**src/rtl/seg7_pkg.sv**
```systemverilog
`default_nettype none
// ============================================================================
// Module      : seg7_pkg
// Description : Mode codes, active-low glyphs (bit order g..a) and helpers
//               shared by the seven-segment scan driver.
// Revision    : 1.0 - initial release
// ============================================================================
package seg7_pkg;

    localparam logic [1:0] MODE_NUM   = 2'd0;
    localparam logic [1:0] MODE_ERR   = 2'd1;
    localparam logic [1:0] MODE_DONE  = 2'd2;
    localparam logic [1:0] MODE_BLANK = 2'd3;

    localparam logic [6:0] SEG_BLANK = 7'h7F;
    localparam logic [6:0] SEG_DASH  = 7'b0111111;
    localparam logic [6:0] SEG_E     = 7'b0000110;
    localparam logic [6:0] SEG_R     = 7'b0101111;
    localparam logic [6:0] SEG_D     = 7'b0100001;
    localparam logic [6:0] SEG_O     = 7'b0100011;
    localparam logic [6:0] SEG_N     = 7'b0101011;

    function automatic logic [6:0] to_7seg(input logic [3:0] digit);
        logic [6:0] seg;
        case (digit)
            4'd0:    seg = 7'b1000000;
            4'd1:    seg = 7'b1111001;
            4'd2:    seg = 7'b0100100;
            4'd3:    seg = 7'b0110000;
            4'd4:    seg = 7'b0011001;
            4'd5:    seg = 7'b0010010;
            4'd6:    seg = 7'b0000010;
            4'd7:    seg = 7'b1111000;
            4'd8:    seg = 7'b0000000;
            4'd9:    seg = 7'b0010000;
            default: seg = SEG_BLANK;
        endcase
        return seg;
    endfunction

    // ceil(width * log10(2)) + 1, kept in integer arithmetic
    function automatic int bcd_digits(input int width);
        return (width * 302 + 999) / 1000 + 1;
    endfunction

endpackage
`default_nettype wire

```
**src/rtl/bin2bcd_seq.sv**
```systemverilog
`default_nettype none
// ============================================================================
// Module      : bin2bcd_seq
// Description : Serial double-dabble converter, one shift+add3 step per cycle,
//               VALUE_W steps per conversion with a start/done handshake.
// Revision    : 1.0 - initial release
// ============================================================================
module bin2bcd_seq
    import seg7_pkg::*;
#(
    parameter int VALUE_W    = 8,
    parameter int BCD_DIGITS = bcd_digits(VALUE_W)
) (
    input  logic                    clk,
    input  logic                    rst,
    input  logic                    i_start,
    input  logic [VALUE_W-1:0]      i_value,
    output logic                    o_busy,
    output logic                    o_done,
    output logic [4*BCD_DIGITS-1:0] o_bcd
);

    localparam int c_cnt_w = $clog2(VALUE_W + 1);

    logic                    r_busy;
    logic                    r_done;
    logic [c_cnt_w-1:0]      r_cnt;
    logic [VALUE_W-1:0]      r_bin;
    logic [4*BCD_DIGITS-1:0] r_bcd;
    logic [4*BCD_DIGITS-1:0] w_adj;
    logic [4*BCD_DIGITS-1:0] w_step;

    always_comb begin
        w_adj = r_bcd;
        for (int k = 0; k < BCD_DIGITS; k++) begin
            if (w_adj[4*k +: 4] >= 4'd5) begin
                w_adj[4*k +: 4] = w_adj[4*k +: 4] + 4'd3;
            end
        end
        w_step = {w_adj[4*BCD_DIGITS-2:0], r_bin[VALUE_W-1]};
    end

    // The first step happens on the start edge itself; the BCD register starts
    // at zero there, so no add3 correction is needed for it.
    always_ff @(posedge clk) begin
        if (rst) begin
            r_busy <= 1'b0;
            r_done <= 1'b0;
            r_cnt  <= '0;
            r_bin  <= '0;
            r_bcd  <= '0;
        end else if (!r_busy) begin
            if (i_start) begin
                r_busy <= 1'b1;
                r_done <= (VALUE_W == 1);
                r_cnt  <= c_cnt_w'(VALUE_W - 1);
                r_bin  <= i_value << 1;
                r_bcd  <= (4*BCD_DIGITS)'(i_value[VALUE_W-1]);
            end
        end else if (r_done) begin
            r_busy <= 1'b0;
            r_done <= 1'b0;
        end else begin
            r_bcd <= w_step;
            r_bin <= r_bin << 1;
            r_cnt <= r_cnt - c_cnt_w'(1);
            if (r_cnt == c_cnt_w'(1)) begin
                r_done <= 1'b1;
            end
        end
    end

    assign o_busy = r_busy;
    assign o_done = r_done;
    assign o_bcd  = r_bcd;

endmodule
`default_nettype wire

```
**src/rtl/seg7_scan_driver.sv**
```systemverilog
`default_nettype none
// ============================================================================
// Module      : seg7_scan_driver
// Description : Time-multiplexed N-digit seven-segment driver with serial BCD
//               conversion, leading-zero blanking, overflow dashes and blink.
// Revision    : 1.0 - initial release
// ============================================================================
module seg7_scan_driver
    import seg7_pkg::*;
#(
    parameter int NUM_DIGITS = 4,
    parameter int VALUE_W    = 8,
    parameter int TRAIL_ZERO = 1,
    parameter int LZB        = 1,
    parameter int SCAN_DIV   = 50000,
    parameter int BLINK_DIV  = 25000000
) (
    input  logic                  clk,
    input  logic                  rst,
    input  logic                  in_valid,
    output logic                  in_ready,
    input  logic [VALUE_W-1:0]    in_value,
    input  logic [1:0]            in_mode,
    input  logic                  in_blink,
    output logic [6:0]            seg_n,
    output logic [NUM_DIGITS-1:0] an_n,
    output logic                  overflow
);

    localparam int c_bcd_digits = bcd_digits(VALUE_W);
    localparam int c_field      = NUM_DIGITS - TRAIL_ZERO;
    localparam int c_pad        = (NUM_DIGITS > c_bcd_digits) ? NUM_DIGITS : c_bcd_digits;
    localparam int c_idx_w      = $clog2(NUM_DIGITS);
    localparam int c_scan_w     = $clog2(SCAN_DIV + 1);
    localparam int c_blink_w    = $clog2(BLINK_DIV + 1);

    logic                          w_accept;
    logic                          w_busy;
    logic                          w_done;
    logic [4*c_bcd_digits-1:0]     w_bcd;
    logic [4*c_pad-1:0]            w_bcd_pad;
    logic [NUM_DIGITS-1:0][6:0]    w_frame;
    logic                          w_ovf;
    logic                          w_seen;
    logic [3:0]                    w_dig;
    logic [NUM_DIGITS-1:0]         w_onehot;

    logic [1:0]                    r_mode;
    logic                          r_blink_req;
    logic [NUM_DIGITS-1:0][6:0]    r_frame;
    logic                          r_frame_blink;
    logic                          r_overflow;
    logic [c_scan_w-1:0]           r_scan_cnt;
    logic [c_idx_w-1:0]            r_index;
    logic [c_blink_w-1:0]          r_blink_cnt;
    logic                          r_phase;
    logic [6:0]                    r_seg_n;
    logic [NUM_DIGITS-1:0]         r_an_n;

    assign in_ready = ~rst & ~w_busy;
    assign w_accept = in_valid & in_ready;

    bin2bcd_seq #(
        .VALUE_W    (VALUE_W),
        .BCD_DIGITS (c_bcd_digits)
    ) u_bin2bcd (
        .clk     (clk),
        .rst     (rst),
        .i_start (w_accept),
        .i_value (in_value),
        .o_busy  (w_busy),
        .o_done  (w_done),
        .o_bcd   (w_bcd)
    );

    assign w_bcd_pad = (4*c_pad)'(w_bcd);

    // Next frame, built from the finished BCD result and the captured mode
    always_comb begin
        w_frame = {NUM_DIGITS{SEG_BLANK}};
        w_ovf   = 1'b0;
        w_seen  = 1'b0;
        w_dig   = 4'd0;
        case (r_mode)
            MODE_NUM: begin
                for (int k = c_field; k < c_pad; k++) begin
                    if (w_bcd_pad[4*k +: 4] != 4'd0) begin
                        w_ovf = 1'b1;
                    end
                end
                for (int i = NUM_DIGITS - 1; i >= 0; i--) begin
                    if (w_ovf) begin
                        w_frame[i] = SEG_DASH;
                    end else if (i < TRAIL_ZERO) begin
                        w_frame[i] = to_7seg(4'd0);
                    end else begin
                        w_dig = w_bcd_pad[4*(i-TRAIL_ZERO) +: 4];
                        if (w_dig != 4'd0) begin
                            w_seen = 1'b1;
                        end
                        if ((LZB != 0) && !w_seen && (i != TRAIL_ZERO)) begin
                            w_frame[i] = SEG_BLANK;
                        end else begin
                            w_frame[i] = to_7seg(w_dig);
                        end
                    end
                end
            end
            MODE_ERR: begin
                w_frame[NUM_DIGITS-1] = SEG_E;
                w_frame[NUM_DIGITS-2] = SEG_R;
                w_frame[NUM_DIGITS-3] = SEG_R;
            end
            MODE_DONE: begin
                w_frame[NUM_DIGITS-1] = SEG_D;
                w_frame[NUM_DIGITS-2] = SEG_O;
                w_frame[NUM_DIGITS-3] = SEG_N;
                w_frame[NUM_DIGITS-4] = SEG_E;
            end
            default: begin
                w_frame = {NUM_DIGITS{SEG_BLANK}};
            end
        endcase
    end

    always_ff @(posedge clk) begin
        if (rst) begin
            r_mode        <= MODE_NUM;
            r_blink_req   <= 1'b0;
            r_frame       <= {NUM_DIGITS{SEG_BLANK}};
            r_frame_blink <= 1'b0;
            r_overflow    <= 1'b0;
        end else begin
            if (w_accept) begin
                r_mode      <= in_mode;
                r_blink_req <= in_blink;
            end
            if (w_done) begin
                r_frame       <= w_frame;
                r_frame_blink <= r_blink_req;
                r_overflow    <= w_ovf;
            end
        end
    end

    always_ff @(posedge clk) begin
        if (rst) begin
            r_scan_cnt <= '0;
            r_index    <= '0;
        end else if (r_scan_cnt == c_scan_w'(SCAN_DIV - 1)) begin
            r_scan_cnt <= '0;
            r_index    <= (r_index == c_idx_w'(NUM_DIGITS - 1)) ? '0 : r_index + c_idx_w'(1);
        end else begin
            r_scan_cnt <= r_scan_cnt + c_scan_w'(1);
        end
    end

    always_ff @(posedge clk) begin
        if (rst) begin
            r_blink_cnt <= '0;
            r_phase     <= 1'b0;
        end else if (r_blink_cnt == c_blink_w'(BLINK_DIV - 1)) begin
            r_blink_cnt <= '0;
            r_phase     <= ~r_phase;
        end else begin
            r_blink_cnt <= r_blink_cnt + c_blink_w'(1);
        end
    end

    always_comb begin
        w_onehot          = '0;
        w_onehot[r_index] = 1'b1;
    end

    // Outputs lag index/frame by one cycle so a simultaneous scan advance and
    // frame update appear together.
    always_ff @(posedge clk) begin
        if (rst) begin
            r_seg_n <= SEG_BLANK;
            r_an_n  <= '1;
        end else begin
            r_seg_n <= (r_frame_blink && r_phase) ? SEG_BLANK : r_frame[r_index];
            r_an_n  <= ~w_onehot;
        end
    end

    assign seg_n    = r_seg_n;
    assign an_n     = r_an_n;
    assign overflow = r_overflow;

endmodule
`default_nettype wire

```
**config.mk**
```make
export PLATFORM = sky130hd
export DESIGN_NAME = seg7_scan_driver
export DESIGN_NICKNAME = d
export VERILOG_FILES = /design/src/rtl/seg7_pkg.sv /design/src/rtl/bin2bcd_seq.sv /design/src/rtl/seg7_scan_driver.sv
export SDC_FILE = /design/constraint.sdc
export NUM_CORES = 1
export LEC_CHECK = 0
export ABC_AREA = 1
export BUFFER_PORTS_ARGS = -buffer_cell sky130_fd_sc_hd__buf_2
export CORE_UTILIZATION = 55
export CTS_CLUSTER_SIZE = 14
export DETAILED_ROUTE_END_ITERATION = 16
export MAX_ROUTING_LAYER = met4
export PLACE_DENSITY = 0.75
export SYNTH_ARGS = -nofsm -noshare
export SYNTH_HDL_FRONTEND = slang
export SYNTH_SLANG_ARGS = --single-unit
```
**constraint.sdc**
```tcl
create_clock -name clk -period 1.8 [get_ports clk]
set_input_delay 0.27 -clock clk [delete_from_list [all_inputs] [get_ports clk]]
set_output_delay 0.27 -clock clk [all_outputs]
set_load 0.005 [all_outputs]
```
==> results of run 1 <==
==> stage by stage <==
stage	area [um2]	util (%)	power (mW)	hold WS [ns]	setup slack (ns)
2_1_floorplan	6560	-	3.39	0.380	-0.00952
4_1_cts	7760	67.4	6.77	0.0465	0.00251
6_report	8110	70.4	6.79	0.0536	-0.0515
3_5_place_dp	7160	62.2	3.53	0.437	-0.0738
3_3_place_gp	7160	62.2	3.52	0.426	-0.0168
5_1_grt	8110	70.4	7.02	0.0504	-0.155
==> layout by cell type, fill, tap and decap left out, types with 13 or more instances in the layout <==
master | synthesis | layout
a21oi_1 | 53 | 53
buf_2 | 2 | 26
buf_4 | 4 | 59
clkbuf_16 | 0 | 17
dfxtp_1 | 134 | 124
ha_1 | 35 | 20
inv_1 | 94 | 81
inv_2 | 6 | 16
nand2_1 | 236 | 219
nand2_2 | 12 | 24
nand3_1 | 76 | 68
nand4_1 | 13 | 13
nor2_1 | 76 | 75
nor3_1 | 22 | 20
o21ai_0 | 40 | 40
==> critical path: stages (launching register included) <==
cell and delay (ns):
dfxtp_2 0.34, inv_2 0.06, ha_2 0.19, o21ai_0 0.25, nand2_1 0.12, nand3_2 0.09
a21oi_2 0.07, buf_4 0.14, ha_1 0.16, nand3b_1 0.17, nand3_1 0.10, nand2_1 0.05
==> cells by family (layout without fill, tap and decap cells) <==
kind of cell | count (synthesis) | count (layout) | synth area share (%)
xor+xnor | 14 | 14 | 1.87
compound gates | 131 | 131 | 11.7
fa+ha+maj | 35 | 35 | 6.70
buf+inv | 123 | 225 | 7.52
simple gates | 461 | 461 | 31.2
flops | 134 | 134 | 41.0
==> power by group through the flow <==
stage | sequential [mW] | combinational (mW) | clock (mW)
after global routing | 3.09 | 0.497 | 3.44
final | 3.08 | 0.440 | 3.27
after global placement | 3.14 | 0.382 | 0
after detailed placement | 3.14 | 0.389 | 0
after CTS | 3.08 | 0.394 | 3.30
after floorplan | 3.13 | 0.258 | 0
==> area by class of cell <==
type                            count  area share, %
Timing Repair Buffer               90           7.98
Tap cell                          143           2.21
Clock inverter                     11           1.25
Clock buffer                       21           5.68
Multi-Input combinational cell    641           44.6
Sequential cell                   134           33.3
Inverter                          103           4.95
==> worst paths after layout <==
path         cells past startpoint  slack (ns)              to               start
max                             11       -0.05            flop  u_bin2bcd.o_bcd[5]
min                              3        0.05     r_blink_req            in_blink
max reg2reg                     11       -0.05            flop  u_bin2bcd.o_bcd[5]
min reg2reg                      1        0.42  r_blink_cnt[0]      r_blink_cnt[0]
==> layer usage <==
metal	global-route usage, %	vias to the layer above	part of all wire, %
li1	-	3109	-
met1	30.7	2721	46
met2	42.9	130	49
met3	6.45	24	3.9
met4	7.12	0	1.5
met5	-	-	0
==> timing repair <==
| item | in CTS | in global routing |
|---|---|---|
| setup endpoints to repair | 9 | 66 |
| pin swaps | 1 | 21 |
| hold buffers | 0 | 0 |
| buffers inserted | 2 | 13 |
| endpoints found under the hold margin | 0 | 0 |
| gates resized for setup | 6 | 74 |
==> flow_metrics.py, run 1 <==
metrics = {
    "status": {
        "status": "finished with violations",
        "failed_checks": "setup timing",
    },
    "synth": {
        "netlist.top_cell.by_area": "dfxtp_1",
        "ys_seq_area_share_pct": 41.0,
        "syn_nets": 947,
        "synthArstFlopShare_pct": 0,
        "avgSynthCellArea_um2": 7.28,
        "ys_ff_latch": 134,
        "synthTopCellsByArea": "dfxtp_1, nand2_1, ha_1",
        "netlist_area_mm2": 0.00654,
        "synth-edff-count": 0,
        "synth_cell_types": 41,
        "yosys-top-cells-count": "nand2_1, dfxtp_1, inv_1",
        "synth_top_area_share_pct": 41.0,
        "synth.most_common_cell": "nand2_1",
        "synth-main-ff-cell": "dfxtp_1",
        "synth_cells": 898,
        "ys_warn_count": 0,
    },
    "sta": {
        "setup_ws_ns": -0.0515,
        "post-route-period-util_pct": 103,
        "fin_tns_setup_ns": -0.102,
        "rsz0062_at_grt": "yes",
        "fin_skew_ns": 0.00730,
        "min_period_ns": 1.85,
        "worstMarginPinSlew_ns": 0.400,
        "slew_violations": 0,
        "hold_viol": 0,
        "slew_headroom_pct": 73.0,
        "setup_viol": 2,
        "timing.fmax_ghz": 0.540,
    },
    "final_layout": {
        "num_antenna_cells": 0,
        "area_growth_pct": 24.0,
        "drive_gt1_share_pct": 23.0,
        "seq_area_mm2": 0.00270,
        "finalNonFillerCells": 1143,
        "n_fill_cell": 928,
        "fin_nets": 1036,
        "multi_input_area_mm2": 0.00362,
    },
    "clock_network": {
        "cts_inserted_buffers": 17,
        "cts.path.max_buffers": 2,
        "insertion_delay_ns": 0.42,
        "cts_tree": "done",
        "clk_pin_slew_ns": 0.06,
        "cts.sinks": 134,
        "clock_tree.root_cell": "clkbuf_16",
        "ctsHtreeMaxLevel": 4,
    },
    "route": {
        "route.detailed.drc": 0,
        "num_vias": 5984,
        "wl_per_cell_um": 13.3,
        "routed_wl_um": 15200,
        "dr.pass1.iters": 4,
        "antenna_left": 0,
        "dr.first_iter.drc_count": 353,
        "viasPerCell": 5.24,
    },
    "global_route": {
        "grt_pass1_wl_um": 25100,
        "track_usage_pct": 25.7,
        "antenna_found_initial": 0,
        "grt_max_degree": 26,
        "gr-total-overflow": 0,
        "grt_pass1_vias": 5663,
    },
    "pwr": {
        "p_sw_share_pct": 23.6,
        "p_leak_nw": 3.57,
        "power-per-cell-area_mw_per_mm2": 837,
        "irDropWorstVdd_mv": 0.556,
        "power_frac_seq_pct": 45.4,
        "p_int_mw": 5.18,
        "p_comb_share_pct": 6.5,
        "clockPowerShare_pct": 48.1,
        "power.switching_mw": 1.60,
    },
    "placement": {
        "dpl.hpwl_um": 10100,
        "dpl.cell_count": 1096,
        "gp_congestion": 0.906,
        "io_buffers": 26,
    },
    "floorplanning": {
        "dieWidth_um": 111,
        "die_h_um": 111,
        "start_util_pct": 56.8,
        "core_area_mm2": 0.0115,
        "rows": 39,
        "die-area_mm2": 0.0123,
        "boundaryPins": 27,
    },
    "worst_setup_path": {
        "crit_path_end_kind": "flop",
        "required_ns": 2.10,
        "crit_path_max_fanout": 3,
        "worst_setup_path_start_kind": "flop",
        "cp_data_arrival_time_ns": 2.16,
        "path_class": "reg2reg",
    },
    "flow_run": {
        "max_cap_violations": 0,
    },
    "min_path": {
        "hold_path_class": "in2reg",
    },
}
Power figures use the tool's default switching activity.
==> run 2: changes to the inputs <==
Settings changed: SYNTH_HIERARCHICAL from default to 1.
==> run 2 against run 1 <==
Register-to-register slack improved by 0.25 ns. Global-route usage fell by 0.14 points. Utilization fell by 4.9 points. Cell count is 3.8% lower. The run now ends clean. Combinational power decreased by 3%. Clock-buffer cell count shrank 2.
==> flow_metrics.py, run 2 <==
metrics = {
    "final_layout": {
        "fin_nets": 995,
        "largestRegisters": "r_blink_cnt (25), r_frame (24)",
        "n_fill_cell": 992,
        "num_antenna_cells": 0,
        "area_growth_pct": 14.9,
        "seq_area_mm2": 0.00226,
        "final_area_mm2": 0.00719,
        "largest_reg_flops": 25,
        "layout_commonest_cell": "nand2_1",
        "multi_input_area_mm2": 0.00351,
        "regMostFlops": "r_blink_cnt",
        "final_util_pct": 65.5,
        "drive_gt1_share_pct": 15.2,
        "layout_common_cells": "nand2_1, dfxtp_1, nor2_1",
    },
    "route": {
        "viasPerCell": 5.22,
        "wl_per_cell_um": 12.1,
        "num_vias": 5741,
        "antenna_left": 0,
        "met3WireLength_um": 487,
        "dr.first_iter.drc_count": 414,
        "wl_met2_um": 6380,
        "routed_wl_um": 13400,
        "wl_met1_um": 6270,
        "top_layer_used": "met4",
        "dr.pass1.iters": 5,
        "route.detailed.drc": 0,
    },
    "synth": {
        "synth-edff-count": 0,
        "synth_top_family_by_area": "simple AND/OR/NAND/NOR gates",
        "netlist.top_cell.by_area": "dfxtp_1",
        "netlist_area_mm2": 0.00626,
        "synth-simple-area-share_pct": 35.6,
        "syn_nets": 953,
        "synth_top_area_share_pct": 36.1,
        "ys_ff_latch": 113,
        "synth_cell_types": 41,
        "synth-xor-area-share_pct": 1.68,
        "yosys-top-cells-count": "nand2_1, dfxtp_1, nor2_1",
        "synth_cells": 905,
        "synthArstFlopShare_pct": 0,
        "ys_warn_count": 6,
        "synth-compound-area-share_pct": 11.9,
        "synthTopCellsByArea": "dfxtp_1, nand2_1, ha_1",
        "synth_mux_area_share_pct": 0,
        "synth-adder-area-share_pct": 6.80,
        "synth.most_common_cell": "nand2_1",
        "synth-main-ff-cell": "dfxtp_1",
        "ys_seq_area_share_pct": 36.1,
        "avgSynthCellArea_um2": 6.92,
    },
    "clock_network": {
        "clock_tree.root_cell": "clkbuf_16",
        "cts_inserted_buffers": 17,
        "cts.sinks": 113,
        "cts_tree": "done",
        "cts.path.max_buffers": 2,
        "ctsHtreeMaxLevel": 4,
        "insertion_delay_ns": 0.42,
        "clk_pin_slew_ns": 0.06,
        "cts_setup_buffers": 0,
    },
    "min_path": {
        "hold_path_class": "in2reg",
    },
    "pwr": {
        "clockPowerShare_pct": 54.1,
        "p_leak_nw": 2.82,
        "power.switching_mw": 1.53,
        "p_sw_share_pct": 23.3,
        "p_comb_share_pct": 6.5,
        "power-per-cell-area_mw_per_mm2": 917,
        "irDropWorstVdd_mv": 0.699,
        "power_frac_seq_pct": 39.5,
        "p_int_mw": 5.06,
    },
    "global_route": {
        "grt_pass1_wl_um": 23000,
        "antenna_found_initial": 0,
        "grt_pass1_vias": 5326,
        "gr-total-overflow": 0,
        "grt_max_degree": 29,
        "track_usage_pct": 25.5,
    },
    "worst_setup_path": {
        "critPathSlowestCell": "dfxtp_1",
        "required_ns": 2.09,
        "crit_path_max_fanout": 16,
        "crit_path_end_kind": "flop",
        "crit_path_max_incr_delay_ns": 0.35,
        "path_common_cell": "nand2_2",
        "worst_setup_path_start_kind": "flop",
        "path_class": "reg2reg",
        "cp_cell_sequence": "ha_1, nand2_2, nor2_4, inv_2, nor2_2, nand2_1, nand2_2, a21oi_1",
        "cp_data_arrival_time_ns": 1.89,
    },
    "placement": {
        "gp_congestion": 0.903,
        "dpl.hpwl_um": 9240,
        "place_area_mm2": 0.00656,
        "io_buffers": 26,
    },
    "floorplanning": {
        "dieWidth_um": 109,
        "rows": 38,
        "boundaryPins": 27,
        "die_h_um": 109,
        "core_area_mm2": 0.0110,
        "die-area_mm2": 0.0118,
        "start_util_pct": 57.0,
    },
    "sta": {
        "slew_headroom_pct": 71.7,
        "fin_skew_ns": 0.00390,
        "post-route-period-util_pct": 88.9,
        "slew_violations": 0,
        "fin_tns_setup_ns": 0,
        "rsz0062_at_grt": "no",
        "worstMarginPinSlew_ns": 0.422,
        "hold_viol": 0,
        "timing.fmax_ghz": 0.625,
        "min_period_ns": 1.60,
        "setup_viol": 0,
    },
    "flow_run": {
        "max_cap_violations": 0,
    },
    "status": {
        "status": "finished clean",
    },
}
## run 2: cell types whose count changed in the layout (fill, tap and decap cells not counted), moves of 7 or more
cell,change
ha_4,-8
buf_4,-41
nand3_1,-8
nor2_2,+7
dfxtp_1,-11
ha_1,+14
inv_2,-8
nor3_1,-13
o21ai_0,-9
nor2_1,+36
nand2_1,+44
dfxtp_2,-8
ha_2,-7
a21oi_2,+11
## run 2: cell type report
| cell class | count | share of cell area [%] |
|---|---|---|
| clock buffers | 19 | 6.16 |
| clock inverters | 13 | 2.57 |
| inverters | 88 | 4.66 |
| multi-input cells | 682 | 48.8 |
| flip-flops and latches | 113 | 31.4 |
| well taps | 140 | 2.44 |
| repair buffers | 45 | 3.97 |
## run 2: logic make-up (layout without fill, tap and decap cells)
| group | after synthesis | in the layout |
|---|---|---|
| AO/OA/AOI/OAI | 124 | 124 |
| XOR/XNOR | 12 | 12 |
| adder cells (fa/ha/maj) | 34 | 34 |
| buffers and inverters | 110 | 165 |
| flip-flops | 113 | 113 |
| AND/OR/NAND/NOR | 512 | 512 |
## run 2: what timing repair did
item,in CTS,in global routing
gates resized for setup,0,1
endpoints found under the setup margin,0,2
hold buffers,0,0
## run 2: per-stage QoR
step           instances  setup slack (ns)  power (mW)  hold WS (ns)
4_1_cts             1100             0.184        6.64        0.0369
6_report            1100             0.199        6.59        0.0494
3_5_place_dp        1068             0.218        3.08         0.443
3_3_place_gp        1068             0.237        3.07         0.432
5_1_grt             1100           0.00586        6.82        0.0532
2_1_floorplan        905             0.314        2.98         0.383
## run 2: final timing paths
check | slack [ns] | end | cells past startpoint | start
hold reg to reg | 0.45 | r_scan_cnt[0] | 1 | r_scan_cnt[0]
setup / recovery | 0.20 | r_scan_cnt[4] | 8 | r_scan_cnt[0]
hold / removal | 0.05 | r_blink_req | 3 | in_blink
setup reg to reg | 0.20 | r_scan_cnt[4] | 8 | r_scan_cnt[0]
## run 2: power groups by stage
stage / clock [mW] / sequential, mW / combinational (mW)
4_1_cts: 3.62 / 2.60 / 0.425
3_3_place_gp: 0 / 2.65 / 0.416
2_1_floorplan: 0 / 2.65 / 0.331
5_1_grt: 3.72 / 2.61 / 0.483
6_report: 3.57 / 2.60 / 0.425
3_5_place_dp: 0 / 2.65 / 0.421
## run 2: metal layers
metal / vias to the layer above / track usage [%]
met3: 24 / 6.69
li1: 3001 / -
met4: 0 / 9.36
met5: - / -
met1: 2620 / 30.0
met2: 96 / 41.9
## run 2: critical path, delay by kind of cell, from the launching register on
kind	cells	cell delay (ns)
adder cells (fa/ha/maj)	1	0.19
buffers and inverters	1	0.05
AND/OR/NAND/NOR	5	0.80
flip-flops	1	0.35
AO/OA/AOI/OAI	1	0.08
